--- src/rtl/sin_meas_if.sv ---
// Handshake/bus bundle for sin_meas: control inputs, ADC sample stream and measurement results.
// master drives en/adc_in/meas_start; slave (the measurement block) drives status and results.
interface sin_meas_if #(
  parameter int DATA_W = 14,
  parameter int CNT_W  = 24
);
  logic              en;
  logic [DATA_W-1:0] adc_in;
  logic              meas_start;
  logic              busy;
  logic              done;
  logic              err;
  logic [CNT_W-1:0]  period;
  logic [DATA_W-1:0] vmax;
  logic [DATA_W-1:0] vmin;
  logic [DATA_W-1:0] vpp;

  modport master (
    output en, adc_in, meas_start,
    input  busy, done, err, period, vmax, vmin, vpp
  );

  modport slave (
    input  en, adc_in, meas_start,
    output busy, done, err, period, vmax, vmin, vpp
  );
endinterface

--- src/rtl/sin_meas.sv ---
// Sine receive check: hysteresis crossing detector, period over NCYC cycles, min/max/p-p amplitude.
// Optional 2-tap input average ahead of detection when SIN_MEAS_FILTER_EN is defined.
module sin_meas #(
  parameter int DATA_W  = 14,
  parameter int MID     = 8192,
  parameter int HYST    = 64,
  parameter int NCYC    = 4,
  parameter int CNT_W   = 24,
  parameter int TIMEOUT = 16777215
) (
  input logic       clk,
  input logic       rst_n,
  sin_meas_if.slave bus
);

  localparam int TMO_W = $clog2(TIMEOUT + 1);
  localparam logic [DATA_W:0] TH_HI = (DATA_W+1)'(MID + HYST);
  localparam logic [DATA_W:0] TH_LO = (DATA_W+1)'(MID - HYST);

  localparam logic [2:0] S_IDLE    = 3'd0;
  localparam logic [2:0] S_ARM     = 3'd1;
  localparam logic [2:0] S_WAIT    = 3'd2;
  localparam logic [2:0] S_MEASURE = 3'd3;
  localparam logic [2:0] S_DONE    = 3'd4;
  localparam logic [2:0] S_ERR     = 3'd5;

  logic [DATA_W-1:0] smp;

`ifdef SIN_MEAS_FILTER_EN
  logic [DATA_W-1:0] prev_q;
  logic [DATA_W-1:0] filt_q;
  logic [DATA_W:0]   fsum;

  assign fsum = {1'b0, bus.adc_in} + {1'b0, prev_q};

  always_ff @(posedge clk) begin
    if (!rst_n) begin
      prev_q <= DATA_W'(MID);
      filt_q <= DATA_W'(MID);
    end else begin
      prev_q <= bus.adc_in;
      filt_q <= fsum[DATA_W:1];
    end
  end

  assign smp = filt_q;
`else
  assign smp = bus.adc_in;
`endif

  // Comparator level holds inside the hysteresis band; rise is registered with the level.
  logic level_q, level_d, rise_q;

  always_comb begin
    level_d = level_q;
    if ({1'b0, smp} >= TH_HI)      level_d = 1'b1;
    else if ({1'b0, smp} <= TH_LO) level_d = 1'b0;
  end

  always_ff @(posedge clk) begin
    if (!rst_n) begin
      level_q <= 1'b0;
      rise_q  <= 1'b0;
    end else begin
      level_q <= level_d;
      rise_q  <= level_d & ~level_q;
    end
  end

  logic [2:0]        state_q, state_d;
  logic [CNT_W-1:0]  cnt_q, cnt_d, cnt_inc;
  logic [3:0]        ncnt_q, ncnt_d;
  logic [TMO_W-1:0]  tmo_q, tmo_d, tmo_inc;
  logic              tmo_hit;
  logic [DATA_W-1:0] rmax_q, rmax_d, rmin_q, rmin_d, cur_max, cur_min;
  logic              busy_q, busy_d, done_q, done_d, err_q, err_d;
  logic [CNT_W-1:0]  period_q, period_d;
  logic [DATA_W-1:0] vmax_q, vmax_d, vmin_q, vmin_d, vpp_q, vpp_d;

  assign cnt_inc = (&cnt_q) ? cnt_q : cnt_q + CNT_W'(1);
  assign tmo_inc = tmo_q + TMO_W'(1);
  assign tmo_hit = (tmo_inc == TMO_W'(TIMEOUT));
  assign cur_max = (smp > rmax_q) ? smp : rmax_q;
  assign cur_min = (smp < rmin_q) ? smp : rmin_q;

  always_comb begin
    state_d  = state_q;
    cnt_d    = cnt_q;
    ncnt_d   = ncnt_q;
    tmo_d    = tmo_q;
    rmax_d   = rmax_q;
    rmin_d   = rmin_q;
    busy_d   = busy_q;
    done_d   = 1'b0;
    err_d    = 1'b0;
    period_d = period_q;
    vmax_d   = vmax_q;
    vmin_d   = vmin_q;
    vpp_d    = vpp_q;

    case (state_q)
      S_IDLE: begin
        if (bus.meas_start) begin
          state_d = S_ARM;
          busy_d  = 1'b1;
          tmo_d   = '0;
        end
      end
      S_ARM: begin
        tmo_d = tmo_inc;
        if (tmo_hit) begin
          state_d = S_ERR;
          err_d   = 1'b1;
          busy_d  = 1'b0;
        end else if (!level_q) begin
          state_d = S_WAIT;
        end
      end
      S_WAIT: begin
        tmo_d = tmo_inc;
        if (tmo_hit) begin
          state_d = S_ERR;
          err_d   = 1'b1;
          busy_d  = 1'b0;
        end else if (rise_q) begin
          state_d = S_MEASURE;
          cnt_d   = '0;
          ncnt_d  = '0;
          rmax_d  = smp;
          rmin_d  = smp;
        end
      end
      S_MEASURE: begin
        tmo_d  = tmo_inc;
        cnt_d  = cnt_inc;
        rmax_d = cur_max;
        rmin_d = cur_min;
        if (tmo_hit) begin
          state_d = S_ERR;
          err_d   = 1'b1;
          busy_d  = 1'b0;
        end else if (rise_q) begin
          if (ncnt_q + 4'd1 == 4'(NCYC)) begin
            state_d  = S_DONE;
            done_d   = 1'b1;
            busy_d   = 1'b0;
            period_d = cnt_inc;
            vmax_d   = cur_max;
            vmin_d   = cur_min;
            vpp_d    = cur_max - cur_min;
          end else begin
            ncnt_d = ncnt_q + 4'd1;
          end
        end
      end
      S_DONE:  state_d = S_IDLE;
      S_ERR:   state_d = S_IDLE;
      default: state_d = S_IDLE;
    endcase

    // Disable wins over everything, including a measurement finishing this clock.
    if (!bus.en) begin
      state_d  = S_IDLE;
      busy_d   = 1'b0;
      done_d   = 1'b0;
      err_d    = 1'b0;
      period_d = period_q;
      vmax_d   = vmax_q;
      vmin_d   = vmin_q;
      vpp_d    = vpp_q;
    end
  end

  always_ff @(posedge clk) begin
    if (!rst_n) begin
      state_q  <= S_IDLE;
      cnt_q    <= '0;
      ncnt_q   <= '0;
      tmo_q    <= '0;
      rmax_q   <= '0;
      rmin_q   <= '0;
      busy_q   <= 1'b0;
      done_q   <= 1'b0;
      err_q    <= 1'b0;
      period_q <= '0;
      vmax_q   <= '0;
      vmin_q   <= '0;
      vpp_q    <= '0;
    end else begin
      state_q  <= state_d;
      cnt_q    <= cnt_d;
      ncnt_q   <= ncnt_d;
      tmo_q    <= tmo_d;
      rmax_q   <= rmax_d;
      rmin_q   <= rmin_d;
      busy_q   <= busy_d;
      done_q   <= done_d;
      err_q    <= err_d;
      period_q <= period_d;
      vmax_q   <= vmax_d;
      vmin_q   <= vmin_d;
      vpp_q    <= vpp_d;
    end
  end

  assign bus.busy   = busy_q;
  assign bus.done   = done_q;
  assign bus.err    = err_q;
  assign bus.period = period_q;
  assign bus.vmax   = vmax_q;
  assign bus.vmin   = vmin_q;
  assign bus.vpp    = vpp_q;

endmodule
--- src/flat_wrapper.sv ---
// flat-port wrapper written by rule: the top's interface ports become plain ports
module sin_meas_flat 
#(
  parameter int DATA_W  = 14,
  parameter int MID     = 8192,
  parameter int HYST    = 64,
  parameter int NCYC    = 4,
  parameter int CNT_W   = 24,
  parameter int TIMEOUT = 16777215
)
  (clk, rst_n, bus_en, bus_adc_in, bus_meas_start, bus_busy, bus_done, bus_err, bus_period, bus_vmax, bus_vmin, bus_vpp);
  sin_meas_if #(.DATA_W(DATA_W), .CNT_W(CNT_W)) bus_i ();
  input logic clk;
  input logic rst_n;
  input wire logic [$bits(bus_i.en)-1:0] bus_en;
  input wire logic [$bits(bus_i.adc_in)-1:0] bus_adc_in;
  input wire logic [$bits(bus_i.meas_start)-1:0] bus_meas_start;
  output wire logic [$bits(bus_i.busy)-1:0] bus_busy;
  output wire logic [$bits(bus_i.done)-1:0] bus_done;
  output wire logic [$bits(bus_i.err)-1:0] bus_err;
  output wire logic [$bits(bus_i.period)-1:0] bus_period;
  output wire logic [$bits(bus_i.vmax)-1:0] bus_vmax;
  output wire logic [$bits(bus_i.vmin)-1:0] bus_vmin;
  output wire logic [$bits(bus_i.vpp)-1:0] bus_vpp;
  assign bus_i.en = bus_en;
  assign bus_i.adc_in = bus_adc_in;
  assign bus_i.meas_start = bus_meas_start;
  assign bus_busy = bus_i.busy;
  assign bus_done = bus_i.done;
  assign bus_err = bus_i.err;
  assign bus_period = bus_i.period;
  assign bus_vmax = bus_i.vmax;
  assign bus_vmin = bus_i.vmin;
  assign bus_vpp = bus_i.vpp;
  sin_meas #(.DATA_W(DATA_W), .MID(MID), .HYST(HYST), .NCYC(NCYC), .CNT_W(CNT_W), .TIMEOUT(TIMEOUT)) u_core (.clk(clk), .rst_n(rst_n), .bus(bus_i));
endmodule
--- config.mk ---
export PLATFORM = sky130hd
export DESIGN_NAME = sin_meas_flat
export DESIGN_NICKNAME = d
export VERILOG_FILES = /design/src/rtl/sin_meas_if.sv /design/src/rtl/sin_meas.sv /design/src/flat_wrapper.sv
export SDC_FILE = /design/constraint.sdc
export NUM_CORES = 1
export LEC_CHECK = 0
export ABC_AREA = 1
export BUFFER_PORTS_ARGS = -buffer_cell sky130_fd_sc_hd__clkbuf_2
export CORE_MARGIN = 4
export CORE_UTILIZATION = 62
export CTS_CLUSTER_DIAMETER = 100
export DETAILED_ROUTE_END_ITERATION = 10
export MAX_ROUTING_LAYER = met4
export PLACE_DENSITY = 0.81
export SYNTH_ARGS = -nofsm -noshare
export SYNTH_HDL_FRONTEND = slang
export SYNTH_SLANG_ARGS = --single-unit
export TNS_END_PERCENT = 100
--- constraint.sdc ---
create_clock -name clk -period 8.2 [get_ports clk]
set_input_delay 1.23 -clock clk [delete_from_list [all_inputs] [get_ports clk]]
set_output_delay 1.23 -clock clk [all_outputs]
set_load 0.01 [all_outputs]
# Word-level counts from Yosys, hierarchy flattened
# Index checks and enable logic that the tools add are counted.
# totals
reg_bits,154
input_bits,18
out_inout_bits,69
word_cells,99
# op_classes
n_addsub,4
n_lt_le_gt_ge,4
n_eq_ne,16
n_mux,37
bitwise_logic,7
reduce_logical,16
# op_table
cell,count
24-bit 2-to-1 mux,4
24-bit case mux with 2 select lines,2
14-bit 2-to-1 mux,4
14-bit case mux with 2 select lines,2
"24-bit by 1-bit adder with 24-bit output, second input constant",2
"24-bit equality test, second input constant",1
3-bit 2-to-1 mux,8
24-bit AND reduction,1
4-bit 2-to-1 mux,5
5-bit AND reduction,3
"14-bit greater-or-equal comparator, second input constant",1
14-bit > comparator,1
"14-bit by 13-bit <= comparator with 1-bit output, second input constant",1
14-bit less-than comparator,1
14-bit subtractor,1
3-bit case mux with 4 select lines,1
1-bit 2-to-1 mux,9
"3-bit by 1-bit != test with 1-bit output, second input constant",3
"2-bit != test, second input constant",4
4-bit case mux with 2 select lines,1
"3-bit by 2-bit equality test with 1-bit output, second input constant",2
"2-bit by 1-bit != test with 1-bit output, second input constant",3
1-bit NOT,6
3-bit AND reduction,2
other kinds (14),16

# Logic depth before layout (Yosys ltp)
# depth
ltp_word,6
depth_mapped,23
ltp_nobuf,22

# Worst setup path after synthesis
# No wires, ideal clock.
# synth_timing
path_type,input to register
start,input bus_adc_in[13]
end,register u_core.vpp_q[10] (netlist: u_core.bus.vpp[10])
setup_time_ns,0.070
t_arrival_ns,4.138
required_ns,8.130
path_slack_ns,3.993
path_stages,18
path_buffers,1
path_cell_list,ha_1 > nand2_1 > inv_1 > nand3_1 > nor3_1 > o21ai_0 > nand2_1 > clkbuf_1 > nand2_1 > o21ai_0 > inv_1 > fa_1 > o21ai_0 > a31oi_1 > o21ai_0 > a31oi_1 > xor2_1 > a21oi_1
# synth_via
elab_chain_len,3
elab_cells_between_ends,5
cone_classes,1 x add/sub; 2 x order compare; 2 x mux
# synth_lines
element,line_no,rtl
"start, declared",flat_wrapper.sv:16,input wire logic [$bits(bus_i.adc_in)-1:0] bus_adc_in;
14-bit less-than comparator,sin_meas.sv:84,assign cur_min = (smp < rmin_q) ? smp : rmin_q;
14-bit 2-to-1 mux,sin_meas.sv:84,
named net u_core.cur_min[1],sin_meas.sv:75,"logic [DATA_W-1:0] rmax_q, rmax_d, rmin_q, rmin_d, cur_max, cur_min;"
14-bit subtractor,sin_meas.sv:150,vpp_d = cur_max - cur_min;
"end signal, assigned",sin_meas.sv:202,vpp_q <= vpp_d;
"end, declared",sin_meas.sv:78,"logic [DATA_W-1:0] vmax_q, vmax_d, vmin_q, vmin_d, vpp_q, vpp_d;"
# The timed path passes the listed nets, and every way through them passes these cells.
# A chain may end at the register's enable or synchronous reset.

# Final worst setup path
# layout_timing
start,input bus_adc_in[3]
end,register u_core.vpp_q[10] (netlist: u_core.bus.vpp[10])
# The elaborated chain is that of the path after synthesis.

==> results.md <==
* Worst vdd rail ir drop at between 0.0001 and 0.00015 V
* Final min period at about 4.8 ns
* Routed length per placed instance at 14.6 µm
* CTS Root Cell: clkbuf_16
* Tightest Hold Check Type: flip-flop to flip-flop
* Setup TNS at 0 ns
* Postcts setup bufs at 0
* Fmax at 0.208 GHz
* WP data arrival at 5.09 ns
* CP startpoint kind: primary input
* P per Cell Area at 186 mW/mm²
* Syn. warnings at 0
* Die extent in x at 132 µm
* Final period util at 58.5%
* Placer Congestion at 0.988
* Req. time, crit path at 8.49 ns
* First-pass GRT wire length at 42,200 µm
* Boundary Pins at between 80 and 90
* Mapped Area at 0.00948 mm²
* Syn_area_per_cell at 6.41 µm²
* Antenna Nets Post-Route at 0
* Leakage power at 4.79 nW
* Rel. slew slack at 38.0%
* DP Area at 0.00987 mm²
* Buffers on Ports at 86
* Initial Utilization at around 64%
* Max-Cap Viols at 0
* Total GRT Usage at 29.8%
* CTS tree: yes
* Largest net degree at the start of global routing at 101
* First-pass detailed-route iteration total at 5
* DP Wirelength at 17,800 µm
* Clock slew at reported path FFs at approximately 0.060 ns
* Max FO, Critical Path at 27
* Unrepaired setup endpoints after global routing: false
* Post-CTS Hold Buffers at 0
* Die height at about 130 µm
* Worst-skew pair later-pin latency at 0.43 ns
* TritonCTS buffer count at 17
* H-tree level count at 4
* Final Setup Violations at 0
* DRC Markers at 0
* Layout fillers at ~1,300
* Cells after Synth at 1,479
* Share of layout cells above drive strength 1 at roughly 11%
* CP Cell Sequence: clkbuf_2 -> ha_1 -> nand2_1 -> inv_1 -> o21ai_0 -> nand2_1 -> o21ai_0 -> nand2_1 -> o21ai_0 -> inv_1 -> fa_1 -> o21ai_0 -> a31oi_1 -> o21ai_0 -> a31oi_1 -> xor2_1 -> a21oi_1
* Initial drt markers at 950
* Reg2reg setup slack at 3.99 ns
* Power, Total at 1.97 mW
* Asr flop ratio synth at 0%
* Worst path slowest cell: o21ai_0
* Slowest Stage Delay on Critical Path at 0.52 ns
* Status: completed
* Largest cells by area after synthesis: dfxtp_1, nand2_1, nor2_1
* Mapped Nets at 1,543
* Critical path capture point type: flip-flop
* Die area at 0.0173 mm²
* CP most frequent cell: o21ai_0
* Via count at 9,665
* Cts repair resizes at 0
* FP Rows at 44
* Ant. Diodes at 0
* Top cells by count, synth: nand2_1, nor2_1, dfxtp_1, inv_1, o21ai_0
* Worst Max-Slew Pin Slew at 0.929 ns
* EDFF count, synth at 0
* Count of cell types in the netlist at 43
* Most common flop cell mapped by yosys: dfxtp_1
* Clock Sinks at between 150 and 200
* Fin. Hold Viols at 0
* Area grow syn2layout at 11.3%
* Layout Skew at 0.00907 ns
* CTS Buffer Depth at 2
* #FFs+latches synth at roughly 150
* Final slew viol count at 0
* Part of the Yosys area used for sequential elements at between 30% and 40%
* Final WS setup at 3.40 ns
* Vias in the first global route at between 8,000 and 9,000
* Post-Place Worst Slack at 3.06 ns
* Critical path's top delay family: compound AO/OA/AOI/OAI gates
* Total wire length at 25,300 µm
* Core area at 0.0148 mm²
* Synth top area share at between 30% and 40%
* CP Class: primary input to flip-flop
* Antenna violations before repair at 0
* Most common cell in the synthesized netlist: nand2_1
* Finished Core Util at 71.5%
* Finished layout cell area at approximately 0.011 mm²
* Grt ovf at 0
* Synth area leader: dfxtp_1
* DR vias/cell at 5.59
* WP buf/inv at 3
* Nets@finish at 1,596
layout make-up:
type / count / area [µm²] / share of cell area (%)
inverter: 149 / 559 / 5.30
timing repair buffer: 95 / 498 / 4.72
sequential: 154 / 3080 / 29.2
clock buffer: 17 / 425 / 4.03
clock inverter: 15 / 259 / 2.45
tap: 184 / 230 / 2.18
multi-input combinational: 1115 / 5500 / 52.1
path summary, 6_finish.rpt:
check	start	to	cells after the start
max	bus_adc_in[3]	u_core.bus.vpp[10]	17
min	u_core.bus.period[19]	u_core.bus.period[19]	2
max reg2reg	u_core.rmin_q[3]	u_core.bus.vpp[10]	17
min reg2reg	u_core.bus.period[19]	u_core.bus.period[19]	2
worst register-to-register path: cells and delay by family (launching register included):
kind                       cells  cell delay [ns]
buffers and inverters          3             0.23
xor gates and xnor gates       1             0.15
AOI/OAI and AO/OA              8             1.98
DFF                            1             0.31
adders and majority gates      2             0.76
and+or+nand+nor                3             0.63
stage by stage:
| stage | cells | hold slack (ns) |
|---|---|---|
| finish | 1729 | 0.471 |
| global route | 1729 | 0.501 |
| CTS | 1729 | 0.474 |
| detailed placement | 1697 | 0.464 |
| global placement | 1697 | 0.459 |
| floorplan | 1479 | 0.426 |
where the power goes:
group          internal [mW]  switching [mW]
Sequential             0.760         0.00777
Clock                  0.578           0.338
Combinational         0.0914           0.190
sequential cells by signal, indices dropped and copies added, names as in the netlist:
name / count
u_core.bus.period: 24
u_core.cnt_q: 24
u_core.tmo_q: 24
u_core.bus.vmax: 14
u_core.bus.vmin: 14
u_core.bus.vpp: 14
u_core.rmax_q: 14
u_core.rmin_q: 14
u_core.ncnt_q: 4
u_core.state_q: 3
u_core.bus.busy: 1
u_core.bus.done: 1
u_core.bus.err: 1
u_core.level_q: 1
u_core.rise_q: 1
cells in the final DEF (no fill, tap or decap), types with 25 or more instances in the layout:
| cell | count |
|---|---|
| a21oi_1 | 76 |
| inv_1 | 141 |
| dfxtp_1 | 154 |
| xor2_1 | 25 |
| nand3_1 | 98 |
| nor2_1 | 238 |
| o21ai_0 | 112 |
| nor3_1 | 26 |
| clkbuf_2 | 85 |
| nand2_1 | 393 |
| ha_1 | 45 |
per-layer routing:
| layer | track usage, % | routed length [µm] |
|---|---|---|
| met3 | 6.35 | 1970 |
| met2 | 45.6 | 11400 |
| met5 | - | 0 |
| met4 | 7.82 | 390 |
| met1 | 40.2 | 11500 |
cell families after synthesis:
logic type / synth area share (%)
flip-flops: 32.5
adder cells (fa/ha/maj): 6.15
buffers and inverters: 9.53
XOR/XNOR: 2.96
AND/OR/NAND/NOR: 36.3
AO/OA/AOI/OAI: 12.3
multiplexers: 0.211
(Power assumes the default switching activity.)
